## src/rtl/hazard_pkg.sv

```systemverilog
// Shared types and constants for the pipeline hazard/forwarding controller.
// Counter width covers the largest legal load latency and branch penalty.
package hazard_pkg;

  typedef enum logic [1:0] {
    IDLE    = 2'd0,
    LDSTALL = 2'd1,
    BRFLUSH = 2'd2
  } hazState_t;

  localparam logic [1:0] FWD_RF = 2'd0;
  localparam logic [1:0] FWD_W  = 2'd1;
  localparam logic [1:0] FWD_M  = 2'd2;

  localparam int NUM_FWD_STAGES = 3;
  localparam int LOAD_LAT_MAX   = 4;
  localparam int BR_PENALTY_MAX = 3;

  function automatic int cntWidth(input int loadLat, input int brPenalty);
    return $clog2(((loadLat > brPenalty) ? loadLat : brPenalty) + 1);
  endfunction

  localparam int CNT_W = cntWidth(LOAD_LAT_MAX, BR_PENALTY_MAX);

endpackage

```

## src/rtl/hazard_match.sv

```systemverilog
// Compares one source register address against the E, M and W destinations.
// Register 0 is hardwired zero, so it never produces a match.
module hazard_match
  import hazard_pkg::*;
#(
  parameter int REG_AW = 4
) (
  input  logic [REG_AW-1:0] srcAdd,
  input  logic              srcEn,
  input  logic [REG_AW-1:0] destAddE,
  input  logic [REG_AW-1:0] destAddM,
  input  logic [REG_AW-1:0] destAddW,
  input  logic              RegWriteE,
  input  logic              RegWriteM,
  input  logic              RegWriteW,
  output logic              matchE,
  output logic              matchM,
  output logic              matchW
);

  logic [NUM_FWD_STAGES-1:0][REG_AW-1:0] destVec;
  logic [NUM_FWD_STAGES-1:0]             wrVec;
  logic [NUM_FWD_STAGES-1:0]             hitVec;

  // Index 0 = E, 1 = M, 2 = W
  assign destVec = {destAddW, destAddM, destAddE};
  assign wrVec   = {RegWriteW, RegWriteM, RegWriteE};

  generate
    for (genvar gi = 0; gi < NUM_FWD_STAGES; gi++) begin : gStage
      assign hitVec[gi] = srcEn & wrVec[gi] & (destVec[gi] == srcAdd) &
                          (destVec[gi] != '0);
    end
  endgenerate

  assign matchE = hitVec[0];
  assign matchM = hitVec[1];
  assign matchW = hitVec[2];

endmodule

```

## src/rtl/hazard_ctrl_pipe.sv

```systemverilog
// Hazard and forwarding controller for the 5-stage pipeline: E-operand forwarding,
// multi-cycle load-use stall, D-stage branch resolution with interlock and flush window.
module hazard_ctrl_pipe
  import hazard_pkg::*;
#(
  parameter int DATA_W     = 16,
  parameter int REG_AW     = 4,
  parameter int LOAD_LAT   = 1,
  parameter int BR_PENALTY = 1
) (
  input  logic              clk,
  input  logic              reset_n,
  input  logic [REG_AW-1:0] srcAdd1D,
  input  logic [REG_AW-1:0] srcAdd2D,
  input  logic              useSrc2D,
  input  logic              branchD,
  input  logic              brNeD,
  input  logic [DATA_W-1:0] srcData1D,
  input  logic [DATA_W-1:0] srcData2D,
  input  logic [REG_AW-1:0] destAddE,
  input  logic [REG_AW-1:0] destAddM,
  input  logic [REG_AW-1:0] destAddW,
  input  logic              RegWriteE,
  input  logic              RegWriteM,
  input  logic              RegWriteW,
  input  logic              MemToRegE,
  input  logic              MemToRegM,
  output logic              stallF,
  output logic              stallD,
  output logic              flushD,
  output logic              flushE,
  output logic [1:0]        fwdA,
  output logic [1:0]        fwdB,
  output logic              fwdBrA,
  output logic              fwdBrB,
  output logic              brTaken
);

  localparam int CNT_BITS = cntWidth(LOAD_LAT, BR_PENALTY);

  // The first stall/flush cycle happens in IDLE, so the counters cover the rest.
  localparam logic [CNT_BITS-1:0] LD_INIT =
    (LOAD_LAT > 1) ? CNT_BITS'(LOAD_LAT - 2) : '0;
  localparam logic [CNT_BITS-1:0] BR_INIT =
    (BR_PENALTY > 1) ? CNT_BITS'(BR_PENALTY - 2) : '0;

  hazState_t           stateReg, stateNext;
  logic [CNT_BITS-1:0] cntReg, cntNext;

  logic match1E, match1M, match1W;
  logic match2E, match2M, match2W;

  logic loadUse, brInterlock, brCond;
  logic stallAll, flushDInt, brTakenInt;
  logic [1:0] fwdAInt, fwdBInt;

  hazard_match #(.REG_AW(REG_AW)) uMatch1 (
    .srcAdd    (srcAdd1D),
    .srcEn     (1'b1),
    .destAddE  (destAddE),
    .destAddM  (destAddM),
    .destAddW  (destAddW),
    .RegWriteE (RegWriteE),
    .RegWriteM (RegWriteM),
    .RegWriteW (RegWriteW),
    .matchE    (match1E),
    .matchM    (match1M),
    .matchW    (match1W)
  );

  hazard_match #(.REG_AW(REG_AW)) uMatch2 (
    .srcAdd    (srcAdd2D),
    .srcEn     (useSrc2D),
    .destAddE  (destAddE),
    .destAddM  (destAddM),
    .destAddW  (destAddW),
    .RegWriteE (RegWriteE),
    .RegWriteM (RegWriteM),
    .RegWriteW (RegWriteW),
    .matchE    (match2E),
    .matchM    (match2M),
    .matchW    (match2W)
  );

  assign fwdAInt = match1M ? FWD_M : (match1W ? FWD_W : FWD_RF);
  assign fwdBInt = match2M ? FWD_M : (match2W ? FWD_W : FWD_RF);

  assign loadUse     = MemToRegE & (match1E | match2E);
  // Branch compares in D: an E producer or an M load cannot be forwarded yet.
  assign brInterlock = branchD & (match1E | match2E | (MemToRegM & (match1M | match2M)));
  assign brCond      = (srcData1D == srcData2D) ^ brNeD;

  always_ff @(posedge clk or negedge reset_n) begin
    if (!reset_n) begin
      stateReg <= IDLE;
      cntReg   <= '0;
    end else begin
      stateReg <= stateNext;
      cntReg   <= cntNext;
    end
  end

  always_comb begin
    stateNext  = stateReg;
    cntNext    = cntReg;
    stallAll   = 1'b0;
    flushDInt  = 1'b0;
    brTakenInt = 1'b0;
    case (stateReg)
      IDLE: begin
        if (loadUse) begin
          stallAll = 1'b1;
          if (LOAD_LAT > 1) begin
            stateNext = LDSTALL;
            cntNext   = LD_INIT;
          end
        end else if (brInterlock) begin
          stallAll = 1'b1;
        end else if (branchD && brCond) begin
          brTakenInt = 1'b1;
          flushDInt  = 1'b1;
          if (BR_PENALTY > 1) begin
            stateNext = BRFLUSH;
            cntNext   = BR_INIT;
          end
        end
      end
      LDSTALL: begin
        stallAll = 1'b1;
        if (cntReg == '0) begin
          stateNext = IDLE;
        end else begin
          cntNext = cntReg - 1'b1;
        end
      end
      BRFLUSH: begin
        flushDInt = 1'b1;
        if (cntReg == '0) begin
          stateNext = IDLE;
        end else begin
          cntNext = cntReg - 1'b1;
        end
      end
      default: begin
        stateNext = IDLE;
        cntNext   = '0;
      end
    endcase
  end

  // Held in reset, every output is forced low whatever the inputs do.
  assign stallF  = reset_n & stallAll;
  assign stallD  = reset_n & stallAll;
  assign flushE  = reset_n & stallAll;
  assign flushD  = reset_n & flushDInt;
  assign brTaken = reset_n & brTakenInt;
  assign fwdA    = reset_n ? fwdAInt : FWD_RF;
  assign fwdB    = reset_n ? fwdBInt : FWD_RF;
  assign fwdBrA  = reset_n & match1M & ~MemToRegM;
  assign fwdBrB  = reset_n & match2M & ~MemToRegM;

endmodule
```

## config.mk

```make
export PLATFORM = sky130hd
export DESIGN_NAME = hazard_ctrl_pipe
export DESIGN_NICKNAME = d
export VERILOG_FILES = /design/src/rtl/hazard_pkg.sv /design/src/rtl/hazard_match.sv /design/src/rtl/hazard_ctrl_pipe.sv
export SDC_FILE = /design/constraint.sdc
export NUM_CORES = 1
export LEC_CHECK = 0
export CORE_AREA = 2 2 49 51
export DETAILED_ROUTE_END_ITERATION = 10
export DIE_AREA = 0 0 51 53
export PLACE_DENSITY = 0.88
export SLEW_MARGIN = 5
export SYNTH_ARGS = -nofsm -noshare
export SYNTH_HDL_FRONTEND = slang
export SYNTH_SLANG_ARGS = --single-unit
```

## constraint.sdc

```tcl
create_clock -name clk -period 4.5 [get_ports clk]
set_input_delay 0.9 -clock clk [delete_from_list [all_inputs] [get_ports clk]]
set_output_delay 0.9 -clock clk [all_outputs]
set_load 0.05 [all_outputs]
```

Word level (Yosys, flattened, before mapping)

Cells that the tools add are included.

Bits in registers: 3
Input bits: 62
Output and inout bits: 11
Word-level logic and storage cells: 69

$add $sub $neg: 1
Equality and inequality tests: 10
Multiplexer cells: 18
Bitwise operators: 31
Reductions and logical operators: 7

Operators with widths:

| cell                  | number |
|---|---|
| $and A1 B1 Y1         | 25 |
| $eq A4 B4 Y1          | 6 |
| $eq A16 B16 Y1        | 1 |
| $reduce_bool A4 Y1    | 3 |
| $mux W2               | 5 |
| $mux W1               | 9 |
| $pmux W1 S2           | 3 |
| $pmux W2 S2           | 1 |
| $or A1 B1 Y1          | 3 |
| $eq A2 B1 Y1 const B  | 1 |
| $eq A2 B2 Y1 const B  | 1 |
| $logic_not A2 Y1      | 1 |
| $ne A2 B2 Y1 const B  | 1 |
| $not A1 Y1            | 2 |
| $reduce_and A2 Y1     | 1 |
| $reduce_or A2 Y1      | 1 |
| $logic_and A1 B1 Y1   | 1 |
| $sub A1 B1 Y1 const B | 1 |
| $xor A1 B1 Y1         | 1 |

Longest topological paths before layout

Word-level depth: 11
Depth in mapped cells: 6
Mapped depth without buffers: 5

Cells and area by module

From an unflattened synthesis, not the netlist that was laid out.

Cells, all modules: 90
Area, all modules: 706.9 µm²

By module, submodules not included:

| module           | instances | cells each | area each (µm²) | seq. area each (µm²) |
|---|---|---|---|---|
| hazard_match     | 2         | 24         | 201.4           | 0.0 |
| hazard_ctrl_pipe | 1         | 42         | 304.0           | 0.0 |

Worst setup path before layout

No wires, ideal clock.

Path type: input -> output
Start: input port destAddM[0]
End: output port fwdBrA
Arrival time: 2.834 ns
Setup slack: 0.766 ns
Stages: 3
Path buffers: 0
Path through: xnor2_1 > nand4_2 > nor4b_1

Cells in the longest elaborated chain, start to end: 5
Elaborated cells between the ends (all ways): 6
Classes of those cells: 1 x eq/ne; 4 x bitwise; 1 x reduce/logical

RTL lines:

| what                           | RTL line                | source |
|---|---|---|
| start: declaration             | hazard_ctrl_pipe.sv:21  | `input logic [REG_AW-1:0] destAddM,` |
| $eq A4 B4 Y1                   | hazard_match.sv:31      | `assign hitVec[gi] = srcEn & wrVec[gi] & (destVec[gi] == srcAdd) &` |
| $and A1 B1 Y1                  | hazard_match.sv:31      |  |
| $and A1 B1 Y1 (*)              | hazard_match.sv:31      |  |
| $and A1 B1 Y1 (*) (2 in a row) | hazard_ctrl_pipe.sv:159 | `assign fwdBrA = reset_n & match1M & ~MemToRegM;` |
| end: declaration               | hazard_ctrl_pipe.sv:34  | `output logic fwdBrA,` |

Every way passes the cells marked *; elsewhere a longest branch is shown, timed or not.

Worst setup path in the final report

Start: input port srcAdd2D[3]
End: output port flushE

Cells in the longest elaborated chain, start to end: 11
Elaborated cells between the ends (all ways): 16
Classes of those cells: 2 x eq/ne; 3 x mux; 11 x bitwise

RTL lines:

| what                       | RTL line                | source |
|---|---|---|
| start: declaration         | hazard_ctrl_pipe.sv:14  | `input logic [REG_AW-1:0] srcAdd2D,` |
| $eq A4 B4 Y1               | hazard_match.sv:31      |  |
| $and A1 B1 Y1 (2 in a row) | hazard_match.sv:31      |  |
| $or A1 B1 Y1               | hazard_ctrl_pipe.sv:90  | `assign brInterlock = branchD & (match1E \| match2E \| (MemToRegM & (match1M \| match2M)));` |
| $and A1 B1 Y1              | hazard_ctrl_pipe.sv:90  |  |
| $or A1 B1 Y1               | hazard_ctrl_pipe.sv:90  |  |
| $and A1 B1 Y1              | hazard_ctrl_pipe.sv:90  |  |
| $mux W1                    | hazard_ctrl_pipe.sv:117 | `end else if (brInterlock) begin` |
| $mux W1 (*)                | hazard_ctrl_pipe.sv:111 | `if (loadUse) begin` |
| $pmux W1 S2 (*)            | hazard_ctrl_pipe.sv:109 | `case (stateReg)` |
| $and A1 B1 Y1 (*)          | hazard_ctrl_pipe.sv:154 | `assign flushE = reset_n & stallAll;` |
| end: declaration           | hazard_ctrl_pipe.sv:31  | `output logic flushE,` |

Marked as above.

==> flow_summary.ini <==
[worst_setup_path]
worstSetupPathType = input port to output port
worstPathRequired_ns = 3.60
worst_setup_path_start_kind = input port
critical_path.startpoint = srcAdd2D[3]
critical_path.endpoint_type = output port
cp.arrival_ns = 3.18
critPathMaxFanout = 3

[final_layout]
reg_area_sq_um = 0
final_net_count = 211
n_antenna_cell = 0
number_of_clock_buffer_instances_in_the_layout = 0
finalInstanceArea_sq_mm = 0.00137
nFlopsAndLatches = 0
drive_gt1_share_pct = 4.76
syn_to_final_growth_pct = 116

[synth]
synth.area.mux_share_pct = 0
post_synth_xor_area_fraction_pct = 56.6
synth-compound-area-share_pct = 10.5
post_synth_instance_area_sq_um = 634
synthSimpleGateAreaFrac_pct = 29.4
top_area_cell_type_share_of_the_netlist_area_pct = 30.4
synthCells = 78
syn_nets = 140
synth_cell_type_count = 23
number_of_warnings_printed_during_yosys_synthesis = 0
synth_top_cells_by_area = sky130_fd_sc_hd__xnor2_1 30%, sky130_fd_sc_hd__xor2_1 26%, sky130_fd_sc_hd__nor4_1 4.9%
syn-mean-instance-area_sq_um = 8.13
yosys.area.top_type = sky130_fd_sc_hd__xnor2_1
synth_sequential_area_ratio_pct = 0
combinational_family_with_the_most_area_after_synthesis = XOR/XNOR gates
post_synth_fa_ha_maj_area_fraction_pct = 0

[global_route]
maximum_number_of_pins_on_one_net_before_global_route_repair = 8
gr-usage-all-layers_pct = 16.3
gr-total-overflow = 0
first_global_vias = 889
wire_length_of_the_first_global_routing_pass_um = 3500
grt_antenna_before_repair = 0

[drt]
drc = 0
final_wirelength_um = 2220
detail_route.wl_per_cell_um = 12.7
drt_first_iter_violations = 3
detail_route.first_pass.iterations = 4
vias_per_cell = 4.74
vias = 830
drtAntennaViolNets = 0

[flow_run]
drv_cap = 0

[timing]
setup_total_negative_slack_ns = 0
rsz_0062_raised_after_global_routing = false
slew_hr_pct = 64.5
final-hold-violation-count = 0
tightest_slew_ns = 0.531
period_share_pct = 90.7
fin_crit_ns = 4.08
fmaxAchievable_mhz = 245
final-max-slew-violation-count = 0
finalSetupViolCount = 0
worst_hold_slack_ns = 3.07

[min_path]
hold_path_startpoint = RegWriteW
hold_class = input port to output port
holdPathStages = 4

[placed_design]
buffer_ports.inserted = 72
routabilityCongestion = 0.717
detailed_place_hpwl_um = 2120
place_area_sq_mm = 0.00137

[power]
p_sw_mw = 0.0475
power-per-cell-area_mw_per_mm2 = 89.4
seq_power_share_pct = 0
p_int_mw = 0.0748
worst_ir_drop_vdd_mv = 0.0534
p_clk_share_pct = 0
cellLeakagePower_nw = 0.475
p_sw_share_pct = 38.9
power_frac_comb_pct = 100.0

[floorplanning]
floorplan.io_pins = 73
floorplan.die.height_um = 53
floorplan.die.width_um = 51
initial_utilization_pct = 29.5
floorplan.die_area_sq_mm = 0.00270
placement_rows = 17
total_core_area_sq_mm = 0.00215

[clocking]
post_cts_resize_count = 0
post-cts-setup-buffer-count = 0
cts_hold_repair.buffers = 0

[status]
outcome = complete, no violations
[area by class of cell]
| class | instances | area (sq um) |
|---|---|---|
| repair buffers | 72 | 721 |
| well taps | 28 | 35.0 |
| multi-input cells | 75 | 612 |
| fillers | 183 | 781 |
[cell families (layout without fill, tap and decap cells)]
| family | Yosys count | count (layout) |
|---|---|---|
| AND/OR/NAND/NOR | 29 | 29 |
| AO/OA/AOI/OAI | 5 | 5 |
| XOR/XNOR | 41 | 41 |
| buffers and inverters | 3 | 72 |
[placed cells by master (no fill, tap or decap)]
cell type and instances:
sky130_fd_sc_hd__a22oi_2 1, sky130_fd_sc_hd__and2_1 2, sky130_fd_sc_hd__and3b_1 1, sky130_fd_sc_hd__and4_1 1
sky130_fd_sc_hd__clkdlybuf4s50_1 72, sky130_fd_sc_hd__nand2_1 4, sky130_fd_sc_hd__nand3_1 3, sky130_fd_sc_hd__nand4_1 3
sky130_fd_sc_hd__nand4_2 1, sky130_fd_sc_hd__nor2_1 2, sky130_fd_sc_hd__nor2_2 1, sky130_fd_sc_hd__nor2b_1 1
sky130_fd_sc_hd__nor3_1 1, sky130_fd_sc_hd__nor3_2 1, sky130_fd_sc_hd__nor4_1 5, sky130_fd_sc_hd__nor4_2 1
sky130_fd_sc_hd__nor4b_1 1, sky130_fd_sc_hd__o21ai_0 2, sky130_fd_sc_hd__o41ai_2 1, sky130_fd_sc_hd__o41ai_4 1
sky130_fd_sc_hd__or4_1 1, sky130_fd_sc_hd__xnor2_1 22, sky130_fd_sc_hd__xor2_1 19
[power groups by stage]
stage	Clock [mW]	Sequential [mW]	Combinational, mW
floorplan	0	0	0.0486
global placement	0	0	0.120
detailed placement	0	0	0.123
CTS	0	0	0.123
global route	0	0	0.131
finish	0	0	0.122
[worst max-delay path, cell delays in order]
cell	delay [ns]
sky130_fd_sc_hd__clkdlybuf4s50_1	0.50
sky130_fd_sc_hd__xor2_1	0.21
sky130_fd_sc_hd__o41ai_2	0.39
sky130_fd_sc_hd__a22oi_2	0.14
sky130_fd_sc_hd__nor2b_1	0.20
sky130_fd_sc_hd__clkdlybuf4s50_1	0.84
[metal layers]
metal  wire length, um  part of all wire [%]  GRT usage [%]
met5                 0                     0              0
met3               220                   9.9           2.54
met1               722                    33           16.3
met4                34                   1.5           2.70
met2              1240                    56           34.8
[final timing paths]
path | end | slack (ns)
setup / recovery | flushE | 0.42
hold / removal | fwdB[0] | 3.07
[synth_stat cells]
| master | n |
|---|---|
| sky130_fd_sc_hd__xnor2_1 | 22 |
| sky130_fd_sc_hd__xor2_1 | 19 |
| sky130_fd_sc_hd__nor4_1 | 5 |
| sky130_fd_sc_hd__nand2_1 | 4 |
| sky130_fd_sc_hd__buf_4 | 3 |
| sky130_fd_sc_hd__nand3_1 | 3 |
| sky130_fd_sc_hd__nand4_1 | 3 |
| sky130_fd_sc_hd__and2_1 | 2 |
| sky130_fd_sc_hd__nor2_1 | 2 |
| sky130_fd_sc_hd__o21ai_0 | 2 |
| sky130_fd_sc_hd__a22oi_2 | 1 |
| sky130_fd_sc_hd__and3b_1 | 1 |
| sky130_fd_sc_hd__and4_1 | 1 |
| sky130_fd_sc_hd__nand4_2 | 1 |
| sky130_fd_sc_hd__nor2_2 | 1 |
| sky130_fd_sc_hd__nor2b_1 | 1 |
| sky130_fd_sc_hd__nor3_1 | 1 |
| sky130_fd_sc_hd__nor3_2 | 1 |
| sky130_fd_sc_hd__nor4_2 | 1 |
| sky130_fd_sc_hd__nor4b_1 | 1 |
| sky130_fd_sc_hd__o41ai_2 | 1 |
| sky130_fd_sc_hd__o41ai_4 | 1 |
| sky130_fd_sc_hd__or4_1 | 1 |
[stage by stage]
stage / utilization [%] / cells / total power [mW] / worst slack [ns]
after CTS: 63.7 / 175 / 0.123 / 0.417
final: 63.7 / 175 / 0.122 / 0.421
after floorplan: - / 78 / 0.0486 / 0.766
after global routing: 63.7 / 175 / 0.131 / 0.296
after detailed placement: 63.7 / 175 / 0.123 / 0.417
after global placement: 63.7 / 175 / 0.120 / 0.420
(Power assumes the default switching activity.)
